<file path="config.mk">
export PLATFORM = sky130hd
export DESIGN_NAME = i2c_cmd_master
export DESIGN_NICKNAME = d
export VERILOG_FILES = /design/src/rtl/i2c_cmd_master.sv
export SDC_FILE = /design/constraint.sdc
export NUM_CORES = 1
export LEC_CHECK = 0
export CAP_MARGIN = 15
export CORE_MARGIN = 5
export CORE_UTILIZATION = 45
export DETAILED_ROUTE_END_ITERATION = 12
export GPL_ROUTABILITY_DRIVEN = 1
export PLACE_DENSITY_LB_ADDON = 0.05
export SLEW_MARGIN = 20
export SYNTH_ARGS = -nofsm -noshare
export SYNTH_HDL_FRONTEND = slang
export SYNTH_SLANG_ARGS = --single-unit
</file>
<file path="constraint.sdc">
create_clock -name clk_i -period 2.7 [get_ports clk_i]
set_clock_uncertainty 0.1 [all_clocks]
set_input_delay 0.54 -clock clk_i [delete_from_list [all_inputs] [get_ports clk_i]]
set_output_delay 0.54 -clock clk_i [all_outputs]
set_load 0.005 [all_outputs]
</file>
<file path="src/rtl/i2c_cmd_master.sv">
// Single-command I2C master: START, address byte, one write or read byte, STOP.
// A quarter-period tick engine paces every bus phase; a valid/ready host port issues commands.
module i2c_cmd_master #(
  parameter int unsigned CLK_DIV = 250
) (
  input  logic       clk_i,
  input  logic       rst_ni,
  input  logic       cmd_valid_i,
  output logic       cmd_ready_o,
  input  logic [6:0] cmd_addr_i,
  input  logic       cmd_rw_i,
  input  logic [7:0] cmd_wdata_i,
  output logic       rsp_valid_o,
  output logic [7:0] rsp_rdata_o,
  output logic       rsp_nack_o,
  output logic       scl_o,
  output logic       scl_oe_o,
  output logic       sda_o,
  output logic       sda_oe_o,
  input  logic       sda_i
);

  localparam int unsigned CNT_W = $clog2(CLK_DIV);
  localparam logic [CNT_W-1:0] CNT_MAX = CNT_W'(CLK_DIV - 1);

  typedef enum logic [3:0] {
    S_IDLE,
    S_START,
    S_ADDR,
    S_ADDR_ACK,
    S_WDATA,
    S_WDATA_ACK,
    S_RDATA,
    S_RDATA_ACK,
    S_STOP
  } state_t;

  state_t           state_q, state_d;
  logic [CNT_W-1:0] cnt_q;
  logic [1:0]       qtr_q;
  logic [2:0]       bit_q;
  logic             nack_q;

  logic [6:0]       addr_q;
  logic             rw_q;
  logic [7:0]       wdata_q;
  logic [7:0]       shreg_q;

  logic             tick;
  logic             bit_end;
  logic             sample;
  logic             last_bit;
  logic             accept;
  logic             in_byte;
  logic [7:0]       addr_byte;

  assign tick      = (cnt_q == CNT_MAX);
  assign bit_end   = tick && (qtr_q == 2'd3);
  assign sample    = tick && (qtr_q == 2'd2);
  assign last_bit  = bit_end && (bit_q == 3'd0);
  assign accept    = cmd_valid_i && (state_q == S_IDLE);
  assign in_byte   = (state_q == S_ADDR) || (state_q == S_WDATA) || (state_q == S_RDATA);
  assign addr_byte = {addr_q, rw_q};
  assign scl_oe_o  = 1'b1;

  // Control state: FSM, quarter engine, ACK status and response registers
  always_ff @(posedge clk_i or negedge rst_ni) begin
    if (!rst_ni) begin
      state_q     <= S_IDLE;
      cnt_q       <= '0;
      qtr_q       <= 2'd0;
      bit_q       <= 3'd7;
      nack_q      <= 1'b0;
      rsp_valid_o <= 1'b0;
      rsp_rdata_o <= 8'h00;
      rsp_nack_o  <= 1'b0;
    end else begin
      state_q     <= state_d;
      rsp_valid_o <= 1'b0;
      if (state_q == S_IDLE) begin
        cnt_q <= '0;
        qtr_q <= 2'd0;
        bit_q <= 3'd7;
      end else begin
        cnt_q <= tick ? '0 : cnt_q + CNT_W'(1);
        if (tick) qtr_q <= qtr_q + 2'd1;
        // bit index counts down and wraps back to 7 for the next byte
        if (bit_end && in_byte) bit_q <= bit_q - 3'd1;
      end
      if (accept) begin
        nack_q      <= 1'b0;
        rsp_nack_o  <= 1'b0;
        rsp_rdata_o <= 8'h00;
      end
      if (sample && ((state_q == S_ADDR_ACK) || (state_q == S_WDATA_ACK))) nack_q <= sda_i;
      if (bit_end && (state_q == S_STOP)) begin
        rsp_valid_o <= 1'b1;
        rsp_nack_o  <= nack_q;
        rsp_rdata_o <= (rw_q && !nack_q) ? shreg_q : 8'h00;
      end
    end
  end

  // Command payload and read shift register carry no reset
  always_ff @(posedge clk_i) begin
    if (accept) begin
      addr_q  <= cmd_addr_i;
      rw_q    <= cmd_rw_i;
      wdata_q <= cmd_wdata_i;
    end
    if (sample && (state_q == S_RDATA)) shreg_q <= {shreg_q[6:0], sda_i};
  end

  // Next state and bus levels; SCL is low for q0-q1 and high for q2-q3 of every bit
  always_comb begin
    state_d     = state_q;
    cmd_ready_o = 1'b0;
    scl_o       = 1'b1;
    sda_o       = 1'b1;
    sda_oe_o    = 1'b1;
    unique case (state_q)
      S_IDLE: begin
        cmd_ready_o = 1'b1;
        if (cmd_valid_i) state_d = S_START;
      end
      S_START: begin
        sda_o = ~qtr_q[1];
        if (bit_end) state_d = S_ADDR;
      end
      S_ADDR: begin
        scl_o = qtr_q[1];
        sda_o = addr_byte[bit_q];
        if (last_bit) state_d = S_ADDR_ACK;
      end
      S_ADDR_ACK: begin
        scl_o    = qtr_q[1];
        sda_oe_o = 1'b0;
        if (bit_end) begin
          if (nack_q)    state_d = S_STOP;
          else if (rw_q) state_d = S_RDATA;
          else           state_d = S_WDATA;
        end
      end
      S_WDATA: begin
        scl_o = qtr_q[1];
        sda_o = wdata_q[bit_q];
        if (last_bit) state_d = S_WDATA_ACK;
      end
      S_WDATA_ACK: begin
        scl_o    = qtr_q[1];
        sda_oe_o = 1'b0;
        if (bit_end) state_d = S_STOP;
      end
      S_RDATA: begin
        scl_o    = qtr_q[1];
        sda_oe_o = 1'b0;
        if (last_bit) state_d = S_RDATA_ACK;
      end
      S_RDATA_ACK: begin
        // single-byte read: master always NACKs
        scl_o = qtr_q[1];
        sda_o = 1'b1;
        if (bit_end) state_d = S_STOP;
      end
      S_STOP: begin
        scl_o = qtr_q[1];
        sda_o = (qtr_q == 2'd3);
        if (bit_end) state_d = S_IDLE;
      end
      default: state_d = S_IDLE;
    endcase
  end

endmodule

</file>
==> results.toml, run 1 <==
[floorplan]
die_w_um = 82.9
start_util = 0.466
die_area_um2 = 6880
core_area_um2 = 5140
ios = 35
die_y_um = 82.9
fp-row-count = 26

[finish]
fin_nets = 254
layoutNonFillerInstCount = 299
nFillCells = 459
diodes = 0
drive_above_1_share = 0.162
area_growth_syn_to_layout_pct = 23.9

[clocking]
cts_made_buffers = 5
cts.sinks = 52
htree_levels = 2
clk_path_buf_depth = 2
cts_tree = "yes"
clk_root_buffer_cell = "clkbuf_8"
clock_latency_ns = 0.30
clkTransAtPathRegs_ns = 0.09

[placement]
port_buffers = 33
gp_congestion = 0.792
pre_cts_ws_ns = -0.0492
hpwl_mm = 3.37
dp.cells = 290

[yosys]
synth.distinct_cells = 52
synth_top_area_frac = 0.301
syn_inst = 184
yosys.area.top_type = "edfxtp_1"
synth_edf_count = 24
netlist_area_um2 = 2390
synth-seq-area-share = 0.595
synthFlopType = "dfrtp_1"
ys_ff_latch = 52
avgSynthCellArea_um2 = 13.0
synthMostInstantiatedCell = "dfrtp_1"
ys_top_cells_by_count = "dfrtp_1, edfxtp_1, nor2_1"
synth_fp_nets = 210
async_flop_share = 0.538
synth_area_leaders = "edfxtp_1, dfrtp_1, dfstp_2"
yosys_warnings = 0

[worst_setup_path]
cp-end-kind = "output port"
cp_max_fo = 14
start_kind = "register"
slowest_stage = "or4_4"
required_ns = 2.06
max_stage_delay_ns = 0.55
crit_type = "reg -> out"
arrival_ns = 2.01
cp_cell_sequence = "buf_4 -> or4_4 -> inv_2 -> clkdlybuf4s50_1"

[detailed_routing]
drc_errors = 0
firstDrtPassIters = 4
drtIter0Drc = 99
final_antenna_net_count = 0
wl_per_cell_um = 15.2
vias = 1590
vias_per_cell = 5.32
wl_mm = 4.56

[grt]
grt_pass1_wl_mm = 7.96
grt.total_usage = 0.141
grt_max_degree = 29
grt-ovfl-total = 0
antenna_found_initial = 0
grt_pass1_vias = 1674

[sta]
whs_ns = 0.369
period_share = 0.982
clock.fmax_mhz = 377
drv_slew = 0
period_minus_slack_ns = 2.65
setup_viol = 0
tightest_slew_ns = 0.592
setup_ws_ns = 0.0474
slew_headroom = 0.605
rsz0062_at_grt = "yes"
hold_viol = 0

[flow_run]
drv_cap = 0

[power_and_ir_drop]
finalPower_mw = 2.23
power.density_nw_per_um2 = 751
p_leak_nw = 1.21
ir_drop_v = 0.000369

[outcome]
status = "finished, final reports clean"

[worst_hold_path]
hp-class = "reg -> reg"
path summary, 6_finish.rpt:
path	slack, ns	end	start	cells after the start
setup / recovery	0.05	cmd_ready_o	state_q[1]	4
hold / removal	0.37	shreg_q[4]	shreg_q[3]	0
setup reg to reg	0.45	state_q[2]	qtr_q[0]	6
hold reg to reg	0.37	shreg_q[4]	shreg_q[3]	0
max in group asynchronous	1.67	bit_q[1]	rst_ni	2
min in group asynchronous	0.52	rsp_nack_o	rst_ni	2
critical path: cells and delay by family (launching register included):
kind / cells / cell delay, ns
simple gates: 1 / 0.55
flops: 1 / 0.38
buf+inv: 3 / 0.78
metal layers:
metal  part of all wire  up-vias  track usage
li1                   -      770            -
met1               0.44      778        0.172
met2               0.50       36        0.244
met3              0.045        6       0.0396
met4              0.012        0       0.0416
met5                  0        -            0
what timing repair did:
action                                  CTS  global route
buffers inserted                          1             0
gates resized for setup                   7             3
pin swaps                                 0             1
hold buffers                              0             0
endpoints found under the setup margin    2             2
logic make-up (layout without fill, tap and decap cells):
kind of cell | after synthesis | in the layout | share of synthesized area
muxes | 11 | 11 | 0.0591
and+or+nand+nor | 57 | 57 | 0.151
other | 1 | 1 | 0.00157
xor gates and xnor gates | 6 | 6 | 0.0220
buffers and inverters | 14 | 59 | 0.0246
DFF | 52 | 52 | 0.595
AOI/OAI and AO/OA | 37 | 37 | 0.116
adders and majority gates | 6 | 6 | 0.0314
where the power goes:
group | switching [mW] | internal [mW]
combinational | 0.397 | 0.386
clock | 0.246 | 0.186
sequential | 0.0735 | 0.938
total | 0.716 | 1.51
cell usage in the layout, fill, tap and decap left out, drive strengths merged, types with 4 or more instances in the layout:
| cell | instances |
|---|---|
| mux2 | 5 |
| o21ai | 8 |
| inv | 6 |
| nor2b | 5 |
| nand2b | 5 |
| a21oi | 7 |
| mux2i | 4 |
| nand2 | 4 |
| edfxtp | 24 |
| nand3 | 4 |
| clkbuf | 7 |
| dfrtp | 25 |
| ha | 6 |
| a22o | 8 |
| buf | 13 |
| clkdlybuf4s50 | 32 |
| or3 | 4 |
| nor2 | 14 |
metrics by stage:
stage          setup TNS [ns]  instance area, µm²  utilization
2_1_floorplan               0                2390            -
3_3_place_gp          -0.0251                2860        0.556
3_5_place_dp          -0.0492                2860        0.556
4_1_cts               -0.0160                2970        0.577
5_1_grt               -0.0124                2970        0.577
6_report                    0                2970        0.577
state kept, by name, indices dropped and copies added, names as in the netlist, 2 cells and up:
name	cells
addr_q	7
bit_q	3
cnt_q	8
wdata_q	8
rsp_rdata_o	8
shreg_q	8
state_q	4
qtr_q	2
cell type report:
class	count	area (µm²)	share of cell area
Inverter	6	22.5	0.00759
Clock inverter	1	8.76	0.00295
Clock buffer	7	76.3	0.0257
Tap cell	70	87.6	0.0295
Timing Repair Buffer	45	419	0.141
Sequential cell	52	1430	0.481
Multi-Input combinational cell	118	926	0.312
Power figures use the tool's default switching activity.
==> run 2: changes to the inputs <==
Settings changed: SKIP_LAST_GASP set to 1.
==> run 2 against run 1 <==
Compared with the run above:
- sequential power about the same
- die area unchanged
- critical path type unchanged
- register-to-register slack about the same
==> results.toml, run 2 (synthesis results as in run 1) <==
[outcome]
status = "finished, final reports clean"

[detailed_routing]
drtIter0Drc = 121
top_layer_used = "met4"
wl_met1_mm = 2.05
wl_per_cell_um = 15.2
vias_per_cell = 5.28
vias = 1578
firstDrtPassIters = 4
final_antenna_net_count = 0
wl_met3_um = 195
wl_mm = 4.55
met2_wirelength_mm = 2.25
drc_errors = 0

[placement]
dp.cells = 290
placedInstanceArea_um2 = 2860
port_buffers = 33
hpwl_mm = 3.37
gp_congestion = 0.792
pre_cts_ws_ns = -0.0492

[floorplan]
die_y_um = 82.9
die_area_um2 = 6880
fp-row-count = 26
ios = 35
die_w_um = 82.9
start_util = 0.466
core_area_um2 = 5140

[clocking]
clk_root_buffer_cell = "clkbuf_8"
htree_levels = 2
cts_made_buffers = 5
cts.sinks = 52
cts_tree = "yes"
holdBufCountCts = 0
clkTransAtPathRegs_ns = 0.09
clock_latency_ns = 0.30
clk_path_buf_depth = 2

[sta]
hold_viol = 0
setup_viol = 0
period_minus_slack_ns = 2.68
period_share = 0.993
drv_slew = 0
tightest_slew_ns = 0.592
clock.fmax_mhz = 373
rsz0062_at_grt = "yes"
setup_ws_ns = 0.0190
slew_headroom = 0.604

[finish]
layout_commonest_cell = "clkdlybuf4s50_1"
drive_above_1_share = 0.162
area_growth_syn_to_layout_pct = 23.7
layoutNonFillerInstCount = 299
final_cell_mix = "clkdlybuf4s50_1, dfrtp_1, edfxtp_1, nor2_1, buf_4"
postLayoutCellArea_um2 = 2960
fin_util = 0.576
diodes = 0
fin_nets = 254

[worst_setup_path]
crit_type = "reg -> out"
cp_max_fo = 14
required_ns = 2.06
crit_family = "buffers and inverters"
cp_cell_sequence = "buf_4 -> or4_4 -> inv_2 -> clkdlybuf4s50_1"
crit_buf_inv = 3
arrival_ns = 2.04
reg2reg_slack_ns = 0.45
slowest_stage = "or4_4"
cp-end-kind = "output port"
max_stage_delay_ns = 0.53
start_kind = "register"

[worst_hold_path]
hp-class = "reg -> reg"

[grt]
grt-ovfl-total = 0
grt_max_degree = 29
grt_pass1_wl_mm = 7.96
grt.total_usage = 0.141
grt_pass1_vias = 1674
antenna_found_initial = 0

[power_and_ir_drop]
ir_drop_v = 0.000367
power.density_nw_per_um2 = 750
p_leak_nw = 1.21

[flow_run]
drv_cap = 0
run 2: layer usage:
metal | vias to the layer above | track usage
met3 | 6 | 0.0396
li1 | 770 | -
met4 | 0 | 0.0416
met5 | - | 0
met2 | 33 | 0.244
met1 | 769 | 0.172
run 2: final timing paths:
kind,start,endpoint,cells after the start
max,state_q[0],cmd_ready_o,4
min,shreg_q[3],shreg_q[4],0
max reg2reg,state_q[0],rsp_rdata_o[0],5
min reg2reg,shreg_q[3],shreg_q[4],0
max in group asynchronous,rst_ni,bit_q[1],2
min in group asynchronous,rst_ni,rsp_nack_o,2
run 2: what timing repair did:
item / 4_1_cts / 5_1_grt
setup buffers: 1 / 0
gates resized for setup: 6 / 2
setup endpoints to repair: 2 / 2
gates cloned: 0 / 0
run 2: cell type report:
cell class                 instances  area, µm²
clock inverter                     1       8.76
fill                             461       2180
multi-input combinational        118        926
sequential                        52       1430
inverter                           6       22.5
tap                               70       87.6
clock buffer                       7       76.3
timing repair buffer              45        415
run 2: worst register-to-register path: cells and delay by family, from the launching register on:
family          cells  cell delay, ns
simple gates        3            1.26
flops               1            0.41
compound gates      1            0.22
buf+inv             1            0.20
run 2: power by group:
part | total [mW] | leakage (nW) | internal (mW) | switching (mW)
Combinational | 0.778 | 0.585 | 0.381 | 0.396
Clock | 0.434 | 0.0424 | 0.186 | 0.248
Sequential | 1.01 | 0.586 | 0.938 | 0.0722
run 2: metrics by stage:
step | total power [mW] | hold WS, ns | TNS (ns)
after detailed placement | 1.80 | 0.339 | -0.0492
after CTS | 2.24 | 0.368 | -0.0188
after global placement | 1.78 | 0.333 | -0.0251
after global routing | 2.36 | 0.381 | -0.0349
final | 2.22 | 0.369 | 0
after floorplan | 1.51 | 0.144 | 0
==> run 3: changes to the inputs <==
Settings changed: CORE_UTILIZATION 45 to 40.
==> run 3 against run 2 <==
Compared with the run above:
- wire length grew 5.1%
- first-iteration DRC count shrank 26%
- die area grew 11%
- via count grew 1.1%
- final area grew 0.89%
- sequential share of layout area shrank 0.42 points
- core utilization shrank 6.9 points
- non-clock buffer count is the same
- global-route usage shrank 0.51 points
- clock-buffer cell count shrank 1
- critical endpoint is now sda_o
- largest cell class unchanged
==> results.toml, run 3 (synthesis results as in run 1) <==
[finish]
nFillCells = 521
layout_commonest_cell = "clkdlybuf4s50_1"
fin_nets = 254
final_cell_mix = "clkdlybuf4s50_1, dfrtp_1, edfxtp_1, nor2_1, buf_4"
drive_above_1_share = 0.166
area_growth_syn_to_layout_pct = 24.8
diodes = 0

[grt]
grt_max_degree = 29
grt_pass1_wl_mm = 7.99
grt.total_usage = 0.136
grt-ovfl-total = 0
grt_pass1_vias = 1713
antenna_found_initial = 0

[worst_hold_path]
hp-class = "reg -> reg"
min_path_cells = 0

[clocking]
clk_path_buf_depth = 2
clkTransAtPathRegs_ns = 0.09
cts.sinks = 52
clock_latency_ns = 0.30
htree_levels = 2
clk_root_buffer_cell = "clkbuf_8"
cts_tree = "yes"
cts_made_buffers = 5
holdBufCountCts = 0

[floorplan]
fp-row-count = 28
die_area_um2 = 7630
core_area_um2 = 5890
die_w_um = 87.4
die_y_um = 87.4
ios = 35
start_util = 0.407

[worst_setup_path]
worst-r2r-cell-count = 5
crit_type = "reg -> out"
start_kind = "register"
crit_family = "simple AND/OR/NAND/NOR gates"
slowest_stage = "or4b_1"
cp-end-kind = "output port"
max_stage_delay_ns = 0.52
cp_max_fo = 14
arrival_ns = 1.97
cp.depth = 6
cp_cell_sequence = "buf_4 -> or4b_1 -> a221oi_2 -> o21ai_0 -> o211ai_1 -> buf_2"
crit_buf_inv = 2
required_ns = 2.06

[placement]
gp_congestion = 0.773
pre_cts_ws_ns = -0.111
hpwl_mm = 3.51
port_buffers = 33

[detailed_routing]
drc_errors = 0
firstDrtPassIters = 4
final_antenna_net_count = 0
vias_per_cell = 5.25
vias = 1596
wl_per_cell_um = 15.7
wl_mm = 4.78
drtIter0Drc = 89

[sta]
rsz0062_at_grt = "yes"
setup_ws_ns = 0.0920
setup_tns_ns = 0
setup_viol = 0
period_share = 0.966
tightest_slew_ns = 0.566
clock.fmax_mhz = 383
drv_slew = 0
slew_headroom = 0.620
period_minus_slack_ns = 2.61
whs_ns = 0.363
hold_viol = 0

[power_and_ir_drop]
p_leak_nw = 1.22
power.density_nw_per_um2 = 744
ir_drop_v = 0.000289

[outcome]
status = "finished, final reports clean"

[flow_run]
drv_cap = 0
## run 3: area by class of cell
type,count,area (µm²),share of cell area
Tap cell,75,93.8,0.0314
Timing Repair Buffer,45,418,0.140
Clock inverter,2,11.3,0.00377
Clock buffer,6,72.6,0.0243
Sequential cell,52,1430,0.477
Multi-Input combinational cell,118,945,0.316
Inverter,6,22.5,0.00754
## run 3: power by group
part | internal, mW | total, mW | switching (mW)
Clock | 0.180 | 0.429 | 0.248
Sequential | 0.938 | 1.01 | 0.0758
Combinational | 0.382 | 0.780 | 0.398
Total | 1.50 | 2.22 | 0.722
## run 3: final timing paths
check	from	to	slack, ns
worst max-delay path	state_q[1]	sda_o	0.09
worst min-delay path	shreg_q[0]	shreg_q[1]	0.36
worst max register to register	state_q[0]	rsp_rdata_o[7]	0.45
worst min register to register	shreg_q[0]	shreg_q[1]	0.36
max in group asynchronous	rst_ni	bit_q[1]	1.67
min in group asynchronous	rst_ni	rsp_rdata_o[3]	0.52
## run 3: layer usage
metal / vias up / share of wire / GRT usage
met5: - / 0 / 0
met4: 0 / 0.013 / 0.0474
met3: 5 / 0.053 / 0.0445
met2: 36 / 0.52 / 0.236
met1: 788 / 0.41 / 0.157
li1: 767 / - / -
## run 3: metrics by stage
| stage | util | total power [mW] | cells | instance area, µm² |
|---|---|---|---|---|
| after floorplan | - | 1.51 | 184 | 2390 |
| after detailed placement | 0.487 | 1.81 | 295 | 2860 |
| after global placement | 0.487 | 1.78 | 295 | 2860 |
| final | 0.508 | 2.22 | 304 | 2990 |
| after global routing | 0.508 | 2.38 | 304 | 2990 |
| after CTS | 0.503 | 2.24 | 304 | 2960 |
## run 3: what timing repair did
item,4_1_cts,5_1_grt
resized for setup,6,5
pin swaps,1,0
buffers inserted,1,0
setup endpoints to repair,2,2
gates cloned,0,0
## run 3: worst register-to-register path, stage by stage, from the launching register on
cell     delay [ns]
dfrtp_1        0.40
buf_4          0.19
nor4b_1        0.47
nand4_1        0.29
nor2_1         0.51
a22o_1         0.21
